## src/rtl/psram_qspi_pkg.sv

```systemverilog
// Shared definitions for the QSPI PSRAM responder and its controller bench.
// Holds the responder state enum, the supported command opcodes and the
// command/address framing lengths of the QSPI link.
package psram_qspi_pkg;

    typedef enum logic [2:0] {
        ST_IDLE,
        ST_CMD,
        ST_ADDR,
        ST_DUMMY,
        ST_RDATA,
        ST_WDATA,
        ST_IGNORE
    } state_e;

    localparam logic [7:0] CMD_QREAD    = 8'hEB;
    localparam logic [7:0] CMD_QWRITE   = 8'h38;

    // Command is sent one bit per SCK on dio[0]; address is 24 bits as nibbles.
    localparam int         CMD_BITS     = 8;
    localparam int         ADDR_BITS    = 24;
    localparam int         ADDR_NIBBLES = ADDR_BITS / 4;

endpackage

```

## src/rtl/psram_qspi_responder_edge_sync.sv

```systemverilog
// qspi_edge_sync: input register stage and edge detector for the QSPI pins.
// SCK, CE_N and DIO are registered once; SCK and CE_N edges are found by
// comparing the registered value with its previous registered value.
// Ports:
//   clk_i, rst_ni      system clock, async active-low reset
//   sck_i, ce_n_i      raw serial clock and chip enable from the pins
//   dio_i[3:0]         raw resolved data pins
//   dio_sync_o[3:0]    registered data pins, aligned with the edge flags
//   sck_rise_o/fall_o  one-cycle SCK edge flags
//   ce_fall_o/rise_o   one-cycle CE_N edge flags
module qspi_edge_sync (
    input  logic       clk_i,
    input  logic       rst_ni,
    input  logic       sck_i,
    input  logic       ce_n_i,
    input  logic [3:0] dio_i,
    output logic [3:0] dio_sync_o,
    output logic       sck_rise_o,
    output logic       sck_fall_o,
    output logic       ce_fall_o,
    output logic       ce_rise_o
);

    logic       sck_q;
    logic       sck_prev_q;
    logic       ce_n_q;
    logic       ce_n_prev_q;
    logic [3:0] dio_q;

    // CE_N resets to the deasserted level so reset release never looks like a select.
    always_ff @(posedge clk_i or negedge rst_ni) begin
        if (!rst_ni) begin
            sck_q       <= 1'b0;
            sck_prev_q  <= 1'b0;
            ce_n_q      <= 1'b1;
            ce_n_prev_q <= 1'b1;
            dio_q       <= 4'h0;
        end else begin
            sck_q       <= sck_i;
            sck_prev_q  <= sck_q;
            ce_n_q      <= ce_n_i;
            ce_n_prev_q <= ce_n_q;
            dio_q       <= dio_i;
        end
    end

    assign dio_sync_o = dio_q;
    assign sck_rise_o = sck_q & ~sck_prev_q;
    assign sck_fall_o = ~sck_q & sck_prev_q;
    assign ce_fall_o  = ~ce_n_q & ce_n_prev_q;
    assign ce_rise_o  = ce_n_q & ~ce_n_prev_q;

endmodule

```

## src/rtl/psram_qspi_responder.sv

```systemverilog
// psram_qspi_responder: memory-side end of the PSRAM QSPI link.
// Decodes a serial command, a quad 24-bit address and quad data, and serves
// quad reads (0xEB) and quad writes (0x38) from a byte-wide backing store.
// Ports:
//   clk, resetn               system clock, async active-low reset
//   qspi_sck, qspi_ce_n       serial clock and chip enable from the controller
//   qspi_dio_i/_o/_oe         resolved pins in, responder data out, output enables
//   mem_addr, mem_re, mem_rdata   backing-store read port (data one cycle after strobe)
//   mem_we, mem_wdata         backing-store one-cycle write strobe and data
//   cmd_err                   one-cycle pulse on an unsupported command
module psram_qspi_responder
    import psram_qspi_pkg::*;
#(
    parameter int ADDR_W    = 22,
    parameter int DUMMY_CYC = 6
) (
    input  logic              clk,
    input  logic              resetn,
    input  logic              qspi_sck,
    input  logic              qspi_ce_n,
    input  logic [3:0]        qspi_dio_i,
    output logic [3:0]        qspi_dio_o,
    output logic [3:0]        qspi_dio_oe,
    output logic [ADDR_W-1:0] mem_addr,
    output logic              mem_re,
    input  logic [7:0]        mem_rdata,
    output logic              mem_we,
    output logic [7:0]        mem_wdata,
    output logic              cmd_err
);

    localparam logic [7:0] DUMMY_LAST = 8'(DUMMY_CYC - 1);

    logic [3:0] dio_s;
    logic       sck_rise, sck_fall, ce_fall, ce_rise;
    logic [7:0] cmd_byte;

    state_e            state_q, state_d;
    logic [7:0]        cnt_q, cnt_d;
    logic [19:0]       sh_q, sh_d;
    logic              is_read_q, is_read_d;
    logic [ADDR_W-1:0] addr_q, addr_d;
    logic [7:0]        rd_q, rd_d;
    logic              hi_q, hi_d;
    logic [3:0]        dio_o_q, dio_o_d;
    logic [3:0]        oe_q, oe_d;
    logic              mem_re_q, mem_re_d;
    logic              mem_we_q, mem_we_d;
    logic [7:0]        wdata_q, wdata_d;
    logic              cmd_err_q, cmd_err_d;
    logic              re_dly_q;

    qspi_edge_sync u_sync (
        .clk_i      (clk),
        .rst_ni     (resetn),
        .sck_i      (qspi_sck),
        .ce_n_i     (qspi_ce_n),
        .dio_i      (qspi_dio_i),
        .dio_sync_o (dio_s),
        .sck_rise_o (sck_rise),
        .sck_fall_o (sck_fall),
        .ce_fall_o  (ce_fall),
        .ce_rise_o  (ce_rise)
    );

    assign cmd_byte = {sh_q[6:0], dio_s[0]};

    always_comb begin
        state_d   = state_q;
        cnt_d     = cnt_q;
        sh_d      = sh_q;
        is_read_d = is_read_q;
        addr_d    = addr_q;
        rd_d      = rd_q;
        hi_d      = hi_q;
        dio_o_d   = dio_o_q;
        oe_d      = oe_q;
        mem_re_d  = 1'b0;
        mem_we_d  = 1'b0;
        wdata_d   = wdata_q;
        cmd_err_d = 1'b0;

        // Read data arrives the cycle after the strobe; capture it for the next fall.
        if (re_dly_q) begin
            rd_d = mem_rdata;
        end
        // A write is issued at the current address, so the advance follows the strobe.
        if (mem_we_q) begin
            addr_d = addr_q + ADDR_W'(1);
        end

        if (ce_rise) begin
            state_d = ST_IDLE;
            cnt_d   = 8'd0;
            hi_d    = 1'b1;
            oe_d    = 4'h0;
            dio_o_d = 4'h0;
        end else begin
            unique case (state_q)
                ST_IDLE: begin
                    if (ce_fall) begin
                        state_d = ST_CMD;
                        cnt_d   = 8'd0;
                    end
                end
                ST_CMD: begin
                    if (sck_rise) begin
                        sh_d  = {sh_q[18:0], dio_s[0]};
                        cnt_d = cnt_q + 8'd1;
                        if (cnt_q == 8'(CMD_BITS - 1)) begin
                            cnt_d = 8'd0;
                            if (cmd_byte == CMD_QREAD) begin
                                is_read_d = 1'b1;
                                state_d   = ST_ADDR;
                            end else if (cmd_byte == CMD_QWRITE) begin
                                is_read_d = 1'b0;
                                state_d   = ST_ADDR;
                            end else begin
                                cmd_err_d = 1'b1;
                                state_d   = ST_IGNORE;
                            end
                        end
                    end
                end
                ST_ADDR: begin
                    if (sck_rise) begin
                        sh_d  = {sh_q[15:0], dio_s};
                        cnt_d = cnt_q + 8'd1;
                        if (cnt_q == 8'(ADDR_NIBBLES - 1)) begin
                            // Upper address bits beyond the store size are dropped.
                            addr_d = ADDR_W'({sh_q, dio_s});
                            cnt_d  = 8'd0;
                            hi_d   = 1'b1;
                            if (is_read_q) begin
                                mem_re_d = 1'b1;
                                state_d  = (DUMMY_CYC == 0) ? ST_RDATA : ST_DUMMY;
                            end else begin
                                state_d  = ST_WDATA;
                            end
                        end
                    end
                end
                ST_DUMMY: begin
                    if (sck_rise) begin
                        cnt_d = cnt_q + 8'd1;
                        if (cnt_q == DUMMY_LAST) begin
                            cnt_d   = 8'd0;
                            state_d = ST_RDATA;
                        end
                    end
                end
                ST_RDATA: begin
                    if (sck_fall) begin
                        oe_d = 4'hF;
                        if (hi_q) begin
                            dio_o_d = rd_q[7:4];
                            hi_d    = 1'b0;
                        end else begin
                            // Low nibble out: prefetch the following byte.
                            dio_o_d  = rd_q[3:0];
                            hi_d     = 1'b1;
                            addr_d   = addr_q + ADDR_W'(1);
                            mem_re_d = 1'b1;
                        end
                    end
                end
                ST_WDATA: begin
                    if (sck_rise) begin
                        if (hi_q) begin
                            sh_d[3:0] = dio_s;
                            hi_d      = 1'b0;
                        end else begin
                            wdata_d  = {sh_q[3:0], dio_s};
                            mem_we_d = 1'b1;
                            hi_d     = 1'b1;
                        end
                    end
                end
                default: begin
                end
            endcase
        end
    end

    always_ff @(posedge clk or negedge resetn) begin
        if (!resetn) begin
            state_q   <= ST_IDLE;
            cnt_q     <= 8'd0;
            sh_q      <= 20'd0;
            is_read_q <= 1'b0;
            addr_q    <= '0;
            rd_q      <= 8'd0;
            hi_q      <= 1'b1;
            dio_o_q   <= 4'h0;
            oe_q      <= 4'h0;
            mem_re_q  <= 1'b0;
            mem_we_q  <= 1'b0;
            wdata_q   <= 8'd0;
            cmd_err_q <= 1'b0;
            re_dly_q  <= 1'b0;
        end else begin
            state_q   <= state_d;
            cnt_q     <= cnt_d;
            sh_q      <= sh_d;
            is_read_q <= is_read_d;
            addr_q    <= addr_d;
            rd_q      <= rd_d;
            hi_q      <= hi_d;
            dio_o_q   <= dio_o_d;
            oe_q      <= oe_d;
            mem_re_q  <= mem_re_d;
            mem_we_q  <= mem_we_d;
            wdata_q   <= wdata_d;
            cmd_err_q <= cmd_err_d;
            re_dly_q  <= mem_re_q;
        end
    end

    assign qspi_dio_o  = dio_o_q;
    assign qspi_dio_oe = oe_q;
    assign mem_addr    = addr_q;
    assign mem_re      = mem_re_q;
    assign mem_we      = mem_we_q;
    assign mem_wdata   = wdata_q;
    assign cmd_err     = cmd_err_q;

endmodule

```

## config.mk

```make
export PLATFORM = sky130hd
export DESIGN_NAME = psram_qspi_responder
export DESIGN_NICKNAME = d
export VERILOG_FILES = /design/src/rtl/psram_qspi_pkg.sv /design/src/rtl/psram_qspi_responder_edge_sync.sv /design/src/rtl/psram_qspi_responder.sv
export SDC_FILE = /design/constraint.sdc
export NUM_CORES = 1
export LEC_CHECK = 0
export CAP_MARGIN = 5
export CORE_MARGIN = 2
export CORE_UTILIZATION = 50
export DETAILED_ROUTE_END_ITERATION = 7
export PLACE_DENSITY = 0.73
export SLEW_MARGIN = 10
export SYNTH_ARGS = -nofsm -noshare
export SYNTH_HDL_FRONTEND = slang
export SYNTH_SLANG_ARGS = --single-unit
```

## constraint.sdc

```tcl
create_clock -name clk -period 2.95 [get_ports clk]
set_clock_uncertainty 0.05 [all_clocks]
set_input_delay 0.4425 -clock clk [delete_from_list [all_inputs] [get_ports clk]]
set_output_delay 0.4425 -clock clk [all_outputs]
set_load 0.02 [all_outputs]
```

==> impl_metrics.toml <==
[status]
status = "completed"

[finish]
drive_above_1_share = 0.124
post-route-util = 0.618
syn2layout_area_growth_pct = 19.7
multi_input_area_um2 = 2440
ff_latch_area_um2 = 2160
n_antenna_cell = 0
nFillCells = 788
fin_nets = 557

[route]
ant_nets = 0
drt_iter0_markers = 350
drc = 0
totalWireLength_mm = 12.6
vias = 4138
routed.top_layer = "met4"
wl_met3_um = 781
met2WireLength_mm = 5.83
dr.pass1.iters = 5
via_per_inst = 6.17
wire_per_inst_um = 18.8
met1Wirelength_mm = 5.83

[hold_path]
hold_path.class = "in -> async"

[floorplan]
core_area_um2 = 9240
die-area_um2 = 10300
std_cell_rows = 35
io_pins = 57
initial_core_util = 0.517
die_width_um = 102
die_y_um = 102

[placement]
dp_hpwl_mm = 8.89
io_buffers = 56
place_congestion = 0.911

[synth]
avgSynthCellArea_um2 = 9.89
synth.distinct_cells = 67
synth_top_cells_by_count = "83 x dfrtp_1, 45 x nand2_1, 39 x o21ai_0"
yosysTopAreaCell = "dfrtp_1"
synth_edf_count = 0
synth_area_leaders = "dfrtp_1 44%, mux2i_1 5.0%, mux2_2 4.2%"
ys.flop_type = "dfrtp_1"
synthArstFlopShare = 1.00
ys_ff_latch = 86
yosysMostFrequentCell = "dfrtp_1"
synth_fp_nets = 503
ys_warn_count = 0
synth_top_area_frac = 0.435
syn_inst = 483
syn_area_um2 = 4770
synth-seq-area-share = 0.452

[global_route]
grt_pass1_wl_mm = 20.5
grt_max_degree = 46
overflow = 0
globalRouteTotalUtil = 0.255
antenna_found_initial = 0
first_global_vias = 4008

[sta]
fin_setup_tns_ps = 0
rsz0062_at_grt = "no"
hold_viol_final = 0
worstMarginPinSlew_ps = 775
relSlewSlack = 0.482
clock.fmax_mhz = 391
period_needed_ps = 2560
period_share = 0.867
finalSetupViolations = 0
slew_violations = 0

[clock_network]
clockBufferDepth = 2
path_clk_slew_ps = 100
holdBufCountCts = 0
cts_root_buffer = "clkbuf_8"
clock_latency_ps = 370
post_cts_resized = 0
numCtsBuffers = 9
cts_tree = "built"
clock_sinks = 86
cts_max_level = 3
postCtsSetupRepairBufs = 0

[flow_run]
drv_cap = 0

[power]
power_density_nw_per_um2 = 637
p_leak_nw = 2.43
vdd.ir_drop.worst_v = 0.000331

[setup_path]
criticalPathCategory = "reg -> reg"
arrival_ps = 2790
worst_setup_path_start_kind = "register"
endpoint_kind = "register"
worstPathMaxFanout = 14
crit_required_ps = 3190
-- placed cells by master (no fill, tap or decap), types with 11 or more instances in the layout --
cell type / synthesis / layout
dfrtp_1: 83 / 83
nand3_1: 11 / 11
nand2_1: 45 / 45
buf_4: 4 / 15
mux2i_1: 24 / 24
a21oi_1: 16 / 16
o21ai_0: 39 / 39
clkdlybuf4s50_1: 0 / 55
inv_1: 13 / 13
mux2_2: 18 / 18
xnor2_1: 16 / 16
nor2_1: 28 / 28
-- cell type report --
class | count | share of cell area
Clock buffer | 10 | 0.0223
Clock inverter | 6 | 0.0166
Inverter | 13 | 0.00854
Multi-Input combinational cell | 356 | 0.427
Sequential cell | 86 | 0.377
Tap cell | 129 | 0.0283
Timing Repair Buffer | 71 | 0.120
-- cell families (layout without fill, tap and decap cells) --
family,after synthesis,in the layout,share of synthesized area
simple gates,155,155,0.178
compound gates,129,129,0.182
flops,86,86,0.452
mux,42,42,0.0928
buf+inv,41,100,0.0383
xor+xnor,26,26,0.0477
fa+ha+maj,4,4,0.0105
-- registers in the layout (all words and copies together), names as in the netlist --
name	flops
cmd_err	1
cnt_q	8
hi_q	1
is_read_q	1
mem_addr	22
mem_re	1
mem_wdata	8
mem_we	1
qspi_dio_o	4
qspi_dio_oe	1
rd_q	8
re_dly_q	1
sh_q	18
state_q	3
u_sync.ce_n_prev_q	1
u_sync.ce_n_q	1
u_sync.dio_sync_o	4
u_sync.sck_prev_q	1
u_sync.sck_q	1
-- power breakdown --
group          switching, mW  internal (mW)  leakage [nW]  total (mW)
sequential             0.265           1.33          1.16        1.59
clock                  0.450          0.485         0.105       0.935
combinational          0.628          0.484          1.16        1.11
-- worst max-delay path, cell delays in order, from the launching register on --
cell,delay [ps]
dfrtp_1,560
or3b_2,680
nor4b_2,740
a22o_1,250
a21oi_1,40
o21ai_0,150
-- worst paths after layout --
path	from	to	slack, ps	cells after the start
worst max-delay path	state_q[2]$_DFFE_PN0P_	mem_addr[2]$_DFF_PN0_	390	5
worst min-delay path	resetn	rd_q[1]$_DFFE_PN0P_	10	1
worst max register to register	state_q[2]$_DFFE_PN0P_	mem_addr[2]$_DFF_PN0_	390	5
worst min register to register	u_sync.ce_n_q$_DFF_PN1_	u_sync.ce_n_prev_q$_DFF_PN1_	320	0
max in group asynchronous	resetn	sh_q[8]$_DFFE_PN0P_	2200	2
min in group clk	u_sync.ce_n_q$_DFF_PN1_	u_sync.ce_n_prev_q$_DFF_PN1_	320	0
-- per-stage QoR --
| stage | instance area, um2 | setup slack, ps | hold WS (ps) | instances | total power [mW] |
|---|---|---|---|---|---|
| 2_1_floorplan | 4770 | 758 | 96.9 | 483 | 2.30 |
| 3_3_place_gp | 5490 | 475 | 307 | 655 | 2.68 |
| 3_5_place_dp | 5490 | 492 | 310 | 655 | 2.70 |
| 4_1_cts | 5710 | 438 | 34.2 | 671 | 3.64 |
| 5_1_grt | 5710 | 290 | 51.7 | 671 | 3.82 |
| 6_report | 5710 | 392 | 14.4 | 671 | 3.64 |
-- metal layers --
layer  up-vias  track usage
li1       1896            -
met1      2034        0.361
met2       190        0.396
met3        18       0.0518
met4         0       0.0800
met5         -            0
Power figures use the tool's default switching activity.
